===== config.mk =====
export PLATFORM = sky130hd
export DESIGN_NAME = per_bus_master
export DESIGN_NICKNAME = d
export VERILOG_FILES = /design/src/rtl/per_bus_master_pkg.sv /design/src/rtl/per_cmd_fifo.sv /design/src/rtl/per_bus_master.sv
export SDC_FILE = /design/constraint.sdc
export NUM_CORES = 1
export LEC_CHECK = 0
export CAP_MARGIN = 40
export CORE_MARGIN = 2
export CORE_UTILIZATION = 55
export CTS_CLUSTER_SIZE = 14
export DETAILED_ROUTE_END_ITERATION = 10
export PLACE_DENSITY = 0.9
export SYNTH_ARGS = -nofsm -noshare
export SYNTH_HDL_FRONTEND = slang
export SYNTH_SLANG_ARGS = --single-unit
export TNS_END_PERCENT = 5

===== constraint.sdc =====
create_clock -name clk -period 5.4 [get_ports clk]
set_input_delay 1.35 -clock clk [delete_from_list [all_inputs] [get_ports clk]]
set_output_delay 1.35 -clock clk [all_outputs]
set_load 0.01 [all_outputs]

===== src/rtl/per_bus_master_pkg.sv =====
// per_bus_master_pkg: shared bus field layout, idle address, command record and FSM states
// for the peripheral-bus master.
package per_bus_master_pkg;
    localparam int BUS_WE_BIT   = 22;
    localparam int BUS_ADDR_MSB = 21;
    localparam int BUS_ADDR_LSB = 16;
    localparam int BUS_RD_MSB   = 15;
    localparam int BUS_RD_LSB   = 8;
    localparam int BUS_WR_MSB   = 7;
    localparam int BUS_WR_LSB   = 0;
    localparam logic [5:0] BUS_IDLE_ADDR = 6'd63;
    localparam int CMD_W = 15;
    typedef struct packed {
        logic       we;
        logic [5:0] addr;
        logic [7:0] wdata;
    } cmd_t;
    typedef enum logic [2:0] {
        ST_IDLE,
        ST_SETUP,
        ST_STROBE,
        ST_HOLD,
        ST_RWAIT,
        ST_RESP
    } state_e;
endpackage


===== src/rtl/per_cmd_fifo.sv =====
// per_cmd_fifo: synchronous first-word-fall-through command FIFO with full/empty flags.
module per_cmd_fifo #(
    parameter int DEPTH = 4,
    parameter int W     = 15
) (
    input  logic         clk,
    input  logic         rst,
    input  logic         push,
    input  logic         pop,
    input  logic [W-1:0] din,
    output logic [W-1:0] dout,
    output logic         full,
    output logic         empty
);
    localparam int AW = $clog2(DEPTH);
    logic [W-1:0]  mem_q [DEPTH];
    logic [AW-1:0] wr_ptr_q, wr_ptr_d, rd_ptr_q, rd_ptr_d;
    logic [AW:0]   count_q, count_d;
    logic          do_push, do_pop;
    assign full    = count_q == (AW+1)'(DEPTH);
    assign empty   = count_q == '0;
    assign do_push = push && !full;
    assign do_pop  = pop && !empty;
    assign dout    = mem_q[rd_ptr_q];
    always_comb begin
        wr_ptr_d = wr_ptr_q + AW'(do_push);
        rd_ptr_d = rd_ptr_q + AW'(do_pop);
        count_d  = count_q + (AW+1)'(do_push) - (AW+1)'(do_pop);
    end
    always_ff @(posedge clk) begin
        if (rst) begin
            wr_ptr_q <= '0;
            rd_ptr_q <= '0;
            count_q  <= '0;
        end else begin
            wr_ptr_q <= wr_ptr_d;
            rd_ptr_q <= rd_ptr_d;
            count_q  <= count_d;
        end
    end
    always_ff @(posedge clk) begin
        if (do_push) mem_q[wr_ptr_q] <= din;
    end
endmodule


===== src/rtl/per_bus_master.sv =====
// per_bus_master: queues CPU commands and replays them as timed setup/strobe-or-wait/hold
// cycles on the shared peripheral bus, returning read data with a one-cycle pulse.
module per_bus_master #(
    parameter int         FIFO_DEPTH    = 4,
    parameter int         STROBE_CYCLES = 2,
    parameter int         READ_WAIT     = 3,
    parameter logic [5:0] IDLE_ADDR     = per_bus_master_pkg::BUS_IDLE_ADDR
) (
    input  logic       clk,
    input  logic       rst,
    input  logic       cmdValid,
    output logic       cmdReady,
    input  logic       cmdWe,
    input  logic [5:0] cmdAddr,
    input  logic [7:0] cmdWdata,
    output logic       rspValid,
    output logic [7:0] rspData,
    output logic       busy,
    output logic       busWe,
    output logic [5:0] busAddr,
    output logic [7:0] busWdata,
    input  logic [7:0] busRdata
);
    import per_bus_master_pkg::*;
    localparam int CNT_MAX = STROBE_CYCLES > READ_WAIT ? STROBE_CYCLES : READ_WAIT;
    localparam int CW      = $clog2(CNT_MAX + 1);
    state_e          state_q, state_d;
    logic [CW-1:0]   cnt_q, cnt_d;
    logic            bus_we_q, bus_we_d;
    logic [5:0]      bus_addr_q, bus_addr_d;
    logic [7:0]      bus_wdata_q, bus_wdata_d;
    logic [7:0]      rsp_data_q, rsp_data_d;
    logic            cur_we_q, cur_we_d;
    logic            pop, full, empty;
    logic [CMD_W-1:0] fifo_dout;
    cmd_t            head;
    per_cmd_fifo #(.DEPTH(FIFO_DEPTH), .W(CMD_W)) u_fifo (
        .clk  (clk),
        .rst  (rst),
        .push (cmdValid && !full),
        .pop  (pop),
        .din  ({cmdWe, cmdAddr, cmdWdata}),
        .dout (fifo_dout),
        .full (full),
        .empty(empty)
    );
    assign head     = cmd_t'(fifo_dout);
    assign cmdReady = !full;
    assign busy     = !empty || state_q != ST_IDLE;
    assign rspValid = state_q == ST_RESP;
    assign rspData  = rsp_data_q;
    assign busWe    = bus_we_q;
    assign busAddr  = bus_addr_q;
    assign busWdata = bus_wdata_q;
    always_comb begin
        state_d     = state_q;
        cnt_d       = cnt_q;
        bus_we_d    = bus_we_q;
        bus_addr_d  = bus_addr_q;
        bus_wdata_d = bus_wdata_q;
        rsp_data_d  = rsp_data_q;
        cur_we_d    = cur_we_q;
        pop         = 1'b0;
        case (state_q)
            ST_IDLE: begin
                bus_we_d   = 1'b0;
                bus_addr_d = IDLE_ADDR;
                if (!empty) begin
                    pop      = 1'b1;
                    cur_we_d = head.we;
                    // The idle address is never put on the bus: reads of it answer 0, writes vanish
                    if (head.addr != IDLE_ADDR) begin
                        bus_addr_d  = head.addr;
                        bus_wdata_d = head.wdata;
                        state_d     = ST_SETUP;
                    end else if (!head.we) begin
                        rsp_data_d = 8'h00;
                        state_d    = ST_RESP;
                    end
                end
            end
            ST_SETUP: begin
                bus_we_d = cur_we_q;
                cnt_d    = cur_we_q ? CW'(STROBE_CYCLES - 1) : CW'(READ_WAIT - 1);
                state_d  = cur_we_q ? ST_STROBE : ST_RWAIT;
            end
            ST_STROBE: begin
                bus_we_d = cnt_q != '0;
                cnt_d    = cnt_q == '0 ? cnt_q : cnt_q - 1'b1;
                state_d  = cnt_q == '0 ? ST_HOLD : ST_STROBE;
            end
            ST_HOLD: begin
                bus_addr_d = IDLE_ADDR;
                state_d    = ST_IDLE;
            end
            ST_RWAIT: begin
                rsp_data_d = cnt_q == '0 ? busRdata : rsp_data_q;
                cnt_d      = cnt_q == '0 ? cnt_q : cnt_q - 1'b1;
                state_d    = cnt_q == '0 ? ST_RESP : ST_RWAIT;
            end
            ST_RESP: begin
                bus_addr_d = IDLE_ADDR;
                state_d    = ST_IDLE;
            end
            default: state_d = ST_IDLE;
        endcase
    end
    always_ff @(posedge clk) begin
        if (rst) begin
            state_q     <= ST_IDLE;
            cnt_q       <= '0;
            bus_we_q    <= 1'b0;
            bus_addr_q  <= IDLE_ADDR;
            bus_wdata_q <= 8'h00;
            rsp_data_q  <= 8'h00;
            cur_we_q    <= 1'b0;
        end else begin
            state_q     <= state_d;
            cnt_q       <= cnt_d;
            bus_we_q    <= bus_we_d;
            bus_addr_q  <= bus_addr_d;
            bus_wdata_q <= bus_wdata_d;
            rsp_data_q  <= rsp_data_d;
            cur_we_q    <= cur_we_d;
        end
    end
endmodule


# After elaboration in Yosys (flattened, before gate mapping)
# Memory sizes are Yosys's and may differ from the RTL's. A register that Yosys moved wholly into a read port is not among the register bits.
# Index checks and enable logic that the tools add are counted.
word_totals:
  register_bits: 36
  ram_bits: 60
  inputBits: 26
  n_memories: 1
op_classes:
  addsub: 5
  n_eq_ne: 13
  muxes: 24
  n_bitwise: 1
  n_reduce_logical: 22
memory_table:
  columns: ["name", "depth", "width", "rd", "rd_clocked_by_memory_dff", "write_ports", "line_no", "text"]
  rows:
  - ["u_fifo.mem_q", 4, 15, 1, 1, 1, "per_cmd_fifo.sv:16", "logic [W-1:0] mem_q [DEPTH];"]
ops:
  columns: ["op", "n"]
  rows:
  - ["8-bit two-way mux", 4]
  - ["8-bit case mux with 2 select lines", 1]
  - ["3-bit two-way mux", 4]
  - ["6-bit two-way mux", 2]
  - ["3-bit case mux with 4 select lines", 1]
  - ["6-bit case mux with 2 select lines", 1]
  - ["2-bit inequality test (second input constant)", 5]
  - ["3-bit equality test (second input constant)", 3]
  - ["2-bit nonzero test", 4]
  - ["3-bit by 2-bit equality test with 1-bit output (second input constant)", 2]
  - ["3-bit zero test", 2]
  - ["1-bit two-way mux", 6]
  - ["2-bit two-way mux", 3]
  - ["6-bit inequality test (second input constant)", 1]
  - ["2-bit AND reduction", 3]
  - ["3-bit nonzero test", 2]
  - ["5-bit AND reduction", 1]
  - ["2-bit by 1-bit adder with 2-bit output", 2]
  - ["2-bit case mux with 2 select lines", 1]
  - ["2-bit OR reduction", 2]
  - ["3-bit by 1-bit adder with 3-bit output", 1]
  - ["3-bit by 1-bit equality test with 1-bit output (second input constant)", 1]
  - ["1-bit logical AND", 3]
  - ["3-bit inequality test (second input constant)", 1]
  - ["8 further kinds", 9]

# Longest topological paths before layout
# Gate-level depths: netlist of the first run.
depth:
  ltp_word: 6
  ltp_mapped: 12

# By module
# Synthesis of the first run repeated with hierarchy kept, for this count alone.
hier_totals:
  hier_cells: 286
  area_unflattened_um2: 4007.6
by_module_without_submodules:
  columns: ["module", "instances", "cells_each", "area_each_um2", "seq_area_each_um2"]
  rows:
  - ["per_cmd_fifo", 1, 114, 2544.9, 1941.9]
  - ["per_bus_master", 1, 172, 1462.7, 580.6]

# Worst setup path before layout of the first run
# Ideal clock, no wire load.
synth_timing:
  path_kind: "input -> register"
  start: "input cmdValid"
  end: "memory u_fifo.mem_q[2][0] (enable)"
  setup_ps: 409
  arrival_ps: 2593
  path_slack_ps: 2398
  stages: 2
  path_buffers: 0
  path_cell_list: "nand2_1 > nor3b_1"
synth_via:
  elab_chain_cells: 4
synth_lines:
  columns: ["element", "line_no", "text"]
  rows:
  - ["start: declaration", "per_bus_master.sv:11", "input logic cmdValid,"]
  - ["1-bit logical AND", "per_bus_master.sv:40", ".push (cmdValid && !full),"]
  - ["1-bit logical AND", "per_cmd_fifo.sv:22", "assign do_push = push && !full;"]
  - ["1-bit two-way mux", "per_cmd_fifo.sv:42", "if (do_push) mem_q[wr_ptr_q] <= din;"]
  - ["1-bit two-way mux (not written as such)", "per_cmd_fifo.sv:42", null]
  - ["end: declaration", "per_cmd_fifo.sv:16", null]
# Every way passes these cells.

# Worst setup path in the final report of the first run
layout_timing:
  start: "register state_q[0]"
  end: "output rspValid"
layout_via:
  elab_chain_cells: 1
layout_lines:
  columns: ["element", "line_no", "text"]
  rows:
  - ["start: declaration", "per_bus_master.sv:27", "state_e state_q, state_d;"]
  - ["start signal: assignment", "per_bus_master.sv:118", "state_q <= state_d;"]
  - ["3-bit equality test", "per_bus_master.sv:50", "assign rspValid = state_q == ST_RESP;"]
  - ["end: declaration", "per_bus_master.sv:16", "output logic rspValid,"]
# Every way passes these cells.

==> results.sh, run 1 <==
export IMPL_status="complete, no violations"
export IMPL_period_needed_ns=3.35
export IMPL_avgViaCountPerCell=5.80
export IMPL_antenna_found_initial=0
export IMPL_netlist_instances=297
export IMPL_ios=52
export IMPL_drt_iter0_markers=159
export IMPL_tightest_slew_ns=0.851
export IMPL_dr_pass1_iters=4
export IMPL_multiInputGateArea_um2=1340
export IMPL_setup_ws_ns=2.05
export IMPL_dp_hpwl_um=5260
export IMPL_port_buffers=51
export IMPL_core_area_um2=7180
export IMPL_wl_per_cell_um=17.4
export IMPL_synth_distinct_cells=39
export IMPL_drc=0
export IMPL_hold_viol=0
export IMPL_cts_root_buf="clkbuf_8"
export IMPL_postLayoutCellArea_um2=4780
export IMPL_nFillCells=510
export IMPL_ant_nets=0
export IMPL_tns_ns=0
export IMPL_p_total_mw=2.28
export IMPL_drv_cap=0
export IMPL_postCtsSetupBuffers=0
export IMPL_hold_depth=2
export IMPL_reg2reg_slack_ns=2.49
export IMPL_crit_fanout=15
export IMPL_critPathLaunchType="flip-flop"
export IMPL_grt_start_max_net_pins=24
export IMPL_cts_resized_gates=0
export IMPL_hold_ws_ns=0.453
export IMPL_syn2layout_area_growth_pct=18.9
export IMPL_hold_class="flip-flop to flip-flop"
export IMPL_place_area_um2=4590
export IMPL_arrival_ns=2.00
export IMPL_grt_pass1_wl_um=12400
export IMPL_die_y_um=89.5
export IMPL_cp_required_ns=4.05
export IMPL_power_density_nw_per_um2=477
export IMPL_finalSetupViolations=0
export IMPL_diodes=0
export IMPL_drv_slew=0
export IMPL_cts_tree="done"
export IMPL_clock_latency_ns=0.36
export IMPL_rsz0062_at_grt="no"
export IMPL_wl_um=7870
export IMPL_synth_area_per_cell_um2=13.5
export IMPL_ff_latch_area_um2=2520
export IMPL_grt_use_total=0.211
export IMPL_async_flop_share=0
export IMPL_leakagePower_nw=1.64
export IMPL_numCtsBuffers=9
export IMPL_end_kind="output pin"
export IMPL_reg2reg_from="u_fifo.count_q[2]"
export IMPL_first_global_vias=2554
export IMPL_synth_nets=329
export IMPL_die_area_um2=8020
export IMPL_fin_crit_sh=0.621
export IMPL_min_to="rspData[2]"
export IMPL_seq_area_frac_synth=0.627
export IMPL_die_w_um=89.5
export IMPL_synth_area_um2=4020
export IMPL_gp_congestion=0.798
export IMPL_cts_sinks=96
export IMPL_synth_edff_count=60
export IMPL_vdd_drop_max_mv=0.230
export IMPL_reg2reg_depth=10
export IMPL_reg2reg_to="u_fifo.count_q[2]"
export IMPL_grt_overflow_total=0
export IMPL_ctsHoldBuffers=0
export IMPL_synth_ff_type="edfxtp_1"
export IMPL_drive_gt1_frac=0.0878
export IMPL_fin_skew_ns=0.00852
export IMPL_placementRows=31
export IMPL_hp_start="rspData[2]"
export IMPL_fin_nets=380
export IMPL_ys_ff_latch=96
export IMPL_pre_cts_slack_ns=1.71
export IMPL_cts_buffer_depth=2
export IMPL_yosysWarnings=0
export IMPL_clock_fmax_mhz=298
export IMPL_slew_headroom=0.431
export IMPL_criticalPathCategory="flip-flop to output pin"
export IMPL_start_util=0.561
export IMPL_vias=2620
export IMPL_clk_pin_slew_ns=0.09
export IMPL_htree_levels=3
synth_stat cells (2+ instances only):
library cell / instances / area (um2)
a21oi_1: 11 / 55.1
a311o_1: 8 / 80.1
buf_2: 3 / 15.0
buf_4: 4 / 30.0
buf_6: 2 / 22.5
clkbuf_1: 7 / 26.3
dfxtp_1: 36 / 721
edfxtp_1: 60 / 1800
ha_1: 5 / 62.6
inv_1: 11 / 41.3
mux4_1: 11 / 289
mux4_2: 4 / 90.1
nand2_1: 17 / 63.8
nand3_1: 12 / 60.1
nand4_1: 8 / 50.1
nor2_1: 22 / 82.6
nor2b_1: 12 / 75.1
nor3_1: 11 / 55.1
nor3b_1: 3 / 22.5
nor4b_1: 2 / 17.5
o21ai_0: 11 / 55.1
o21ai_1: 8 / 40.0
o2bb2ai_1: 8 / 70.1
or3_1: 2 / 12.5
xnor2_1: 5 / 43.8
metal layers:
| metal | GRT usage | wire length [um] | vias up |
|---|---|---|---|
| li1 | - | - | 1234 |
| met1 | 0.276 | 3400 | 1295 |
| met2 | 0.344 | 3920 | 79 |
| met3 | 0.0462 | 435 | 12 |
| met4 | 0.0868 | 110 | 0 |
| met5 | 0 | 0 | - |
layout make-up:
class / instances / share of cell area
clock buffer: 9 / 0.0259
clock inverter: 7 / 0.0149
inverter: 11 / 0.00863
multi-input combinational: 172 / 0.280
sequential: 96 / 0.527
timing repair buffer: 58 / 0.117
tap: 99 / 0.0259
cells by family (layout without fill, tap and decap cells):
kind of cell             Yosys count  after routing  share of synthesized area
AO/OA/AOI/OAI                     50             50                     0.0830
XOR/XNOR                           6              6                     0.0131
adder cells (fa/ha/maj)            6              6                     0.0205
buffers and inverters             29             85                     0.0423
flip-flops                        96             96                      0.627
multiplexers                      15             15                     0.0942
AND/OR/NAND/NOR                   95             95                      0.120
critical path: stages, from the launching register on:
cell and delay, ns:
dfxtp_1 0.61, inv_1 0.22, nor3b_1 0.25, clkdlybuf4s50_1 0.57
cells in the final DEF (no fill, tap or decap), types with 4 or more instances in the layout:
cell type / n
nor2_1: 22
nand2_1: 17
nor3_1: 10
xnor2_1: 5
edfxtp_1: 60
dfxtp_1: 36
a311o_1: 8
o2bb2ai_1: 8
ha_1: 5
nor2b_1: 12
mux4_1: 11
nand3_1: 12
buf_4: 6
nand4_1: 8
o21ai_0: 11
mux4_2: 4
o21ai_1: 8
inv_1: 11
a21oi_1: 11
clkbuf_8: 9
clkdlybuf4s50_1: 51
registers in the layout, summed over array words and instances (netlist names):
register	cells
u_fifo.wr_ptr_q	2
cnt_q	2
u_fifo.rd_ptr_q	2
u_fifo.count_q	3
rspData	8
busWe	1
u_fifo.mem_q	60
cur_we_q	1
busWdata	8
state_q	3
busAddr	6
worst max-delay path by stage:
| stage | start | to | slack (ns) | cells after the start |
|---|---|---|---|---|
| 6_report | state_q[0] | rspValid | 2.05 | 3 |
| 3_5_place_dp | rst | busWdata[4] | 1.71 | 5 |
| 3_3_place_gp | rst | rspData[7] | 1.72 | 4 |
| 4_1_cts | state_q[0] | rspValid | 2.06 | 3 |
| 5_1_grt | state_q[0] | rspValid | 1.86 | 3 |
| 2_1_floorplan | cmdValid | u_fifo.mem_q[2][0] | 2.40 | 2 |
power by group:
group          leakage (nW)  internal, mW  switching, mW
clock network         0.100         0.215          0.245
logic                 0.700         0.385          0.430
registers             0.845         0.909         0.0982
through the flow:
| stage | utilization | cells |
|---|---|---|
| after floorplan | - | 297 |
| after global placement | 0.639 | 435 |
| after detailed placement | 0.640 | 436 |
| after CTS | 0.667 | 452 |
| after global routing | 0.667 | 452 |
| final | 0.667 | 452 |
Note: power is estimated with default switching activity, not from simulation.
==> inputs of run 2 (changes only) <==
- clock period: 5.4 -> 3.45 ns (I/O delays scaled with it)
==> results.sh, run 2 (synthesized netlist as in run 1, its figures left out) <==
export IMPL_status="complete, no violations"
export IMPL_grt_pass1_wl_um=12400
export IMPL_port_buffers=51
export IMPL_numCtsBuffers=9
export IMPL_hold_viol=0
export IMPL_hp_start="rspData[0]"
export IMPL_gp_congestion=0.797
export IMPL_end_kind="output pin"
export IMPL_die_w_um=89.5
export IMPL_critPathLaunchType="flip-flop"
export IMPL_reg2reg_from="u_fifo.count_q[2]"
export IMPL_fin_skew_ns=0.00927
export IMPL_arrival_ns=1.97
export IMPL_nFillCells=492
export IMPL_reg2reg_to="u_fifo.count_q[2]"
export IMPL_vdd_drop_max_mv=0.397
export IMPL_finalSetupViolations=0
export IMPL_grt_use_total=0.213
export IMPL_die_y_um=89.5
export IMPL_final_common_cell="edfxtp_1"
export IMPL_cts_tree="done"
export IMPL_leakagePower_nw=1.67
export IMPL_die_area_um2=8020
export IMPL_hold_depth=2
export IMPL_placementRows=31
export IMPL_p_total_mw=3.65
export IMPL_drv_cap=0
export IMPL_first_global_vias=2448
export IMPL_dp_cells=438
export IMPL_syn2layout_area_growth_pct=20.1
export IMPL_drive_gt1_frac=0.0986
export IMPL_drv_slew=0
export IMPL_wl_um=7630
export IMPL_min_to="rspData[0]"
export IMPL_reg2reg_slack_ns=0.65
export IMPL_ctsHoldBuffers=0
export IMPL_cp_required_ns=2.59
export IMPL_htree_levels=3
export IMPL_core_area_um2=7180
export IMPL_postCtsSetupBuffers=0
export IMPL_startpoint="state_q[0]"
export IMPL_setup_ws_ns=0.615
export IMPL_cts_sinks=96
export IMPL_crit_fanout=15
export IMPL_ant_nets=0
export IMPL_slew_headroom=0.470
export IMPL_fin_crit_sh=0.822
export IMPL_pre_cts_slack_ns=0.697
export IMPL_drc=0
export IMPL_rsz0062_at_grt="no"
export IMPL_period_needed_ns=2.84
export IMPL_postLayoutCoreUtil=0.673
export IMPL_dr_pass1_iters=4
export IMPL_fin_cells=454
export IMPL_clock_latency_ns=0.36
export IMPL_avgViaCountPerCell=5.64
export IMPL_vias=2560
export IMPL_drt_iter0_markers=221
export IMPL_power_density_nw_per_um2=755
export IMPL_cts_resized_gates=0
export IMPL_tns_ns=0
export IMPL_tightest_slew_ns=0.794
export IMPL_criticalPathCategory="flip-flop to output pin"
export IMPL_clk_pin_slew_ns=0.10
export IMPL_ios=52
export IMPL_antenna_found_initial=0
export IMPL_hold_class="flip-flop to flip-flop"
export IMPL_diodes=0
export IMPL_dp_hpwl_um=5210
export IMPL_start_util=0.561
export IMPL_grt_start_max_net_pins=24
export IMPL_reg2reg_depth=10
export IMPL_cts_root_buf="clkbuf_8"
export IMPL_final_cell_mix="edfxtp_1 (60), clkdlybuf4s50_1 (51), dfxtp_1 (36)"
export IMPL_grt_overflow_total=0
export IMPL_largest_reg_flops=60
export IMPL_wl_per_cell_um=16.8
export IMPL_clock_fmax_mhz=353
export IMPL_top_register="u_fifo.mem_q"
export IMPL_fin_nets=382
export IMPL_cts_buffer_depth=2
-- run 2: cell types whose count changed in the layout (fill, tap and decap cells not counted), sizes merged --
| cell | change |
|---|---|
| buf | +2 |
| inv | +2 |
| clkinvlp | +1 |
| bufinv | +1 |
| clkinv | -4 |
-- run 2: per-stage QoR --
step | area, um2 | hold WS, ns
global placement | 4610 | 0.434
floorplan | 4020 | 0.432
detailed placement | 4610 | 0.444
finish | 4830 | 0.453
global route | 4830 | 0.484
CTS | 4830 | 0.458
-- run 2: worst max path at each step --
stage | endpoint | cells past startpoint
5_1_grt | rspValid | 3
3_5_place_dp | u_fifo.count_q[2] | 10
6_report | rspValid | 3
4_1_cts | rspValid | 3
2_1_floorplan | u_fifo.mem_q[2][0] | 2
3_3_place_gp | u_fifo.count_q[2] | 10
-- run 2: critical path, cell delays in order (launching register included) --
cell and delay [ns]:
dfxtp_1 0.59, inv_1 0.22, nor3b_1 0.24, clkdlybuf4s50_1 0.57
-- run 2: metal layers --
metal / global-route usage / wire, um / vias up
li1: - / - / 1234
met1: 0.272 / 3300 / 1233
met2: 0.352 / 3810 / 77
met3: 0.0480 / 370 / 16
met4: 0.0896 / 144 / 0
met5: 0 / 0 / -
-- run 2: power by group --
| part | leakage, nW | internal [mW] | switching (mW) | total, mW |
|---|---|---|---|---|
| combinational | 0.710 | 0.606 | 0.644 | 1.25 |
| clock | 0.112 | 0.417 | 0.396 | 0.813 |
| sequential | 0.845 | 1.42 | 0.163 | 1.58 |
-- run 2: layout make-up --
type / instances / area (um2) / area share
multi-input combinational: 172 / 1340 / 0.278
tap: 99 / 124 / 0.0256
sequential: 96 / 2520 / 0.522
timing repair buffer: 60 / 578 / 0.120
inverter: 11 / 41.3 / 0.00854
clock buffer: 9 / 124 / 0.0256
clock inverter: 7 / 101 / 0.0210
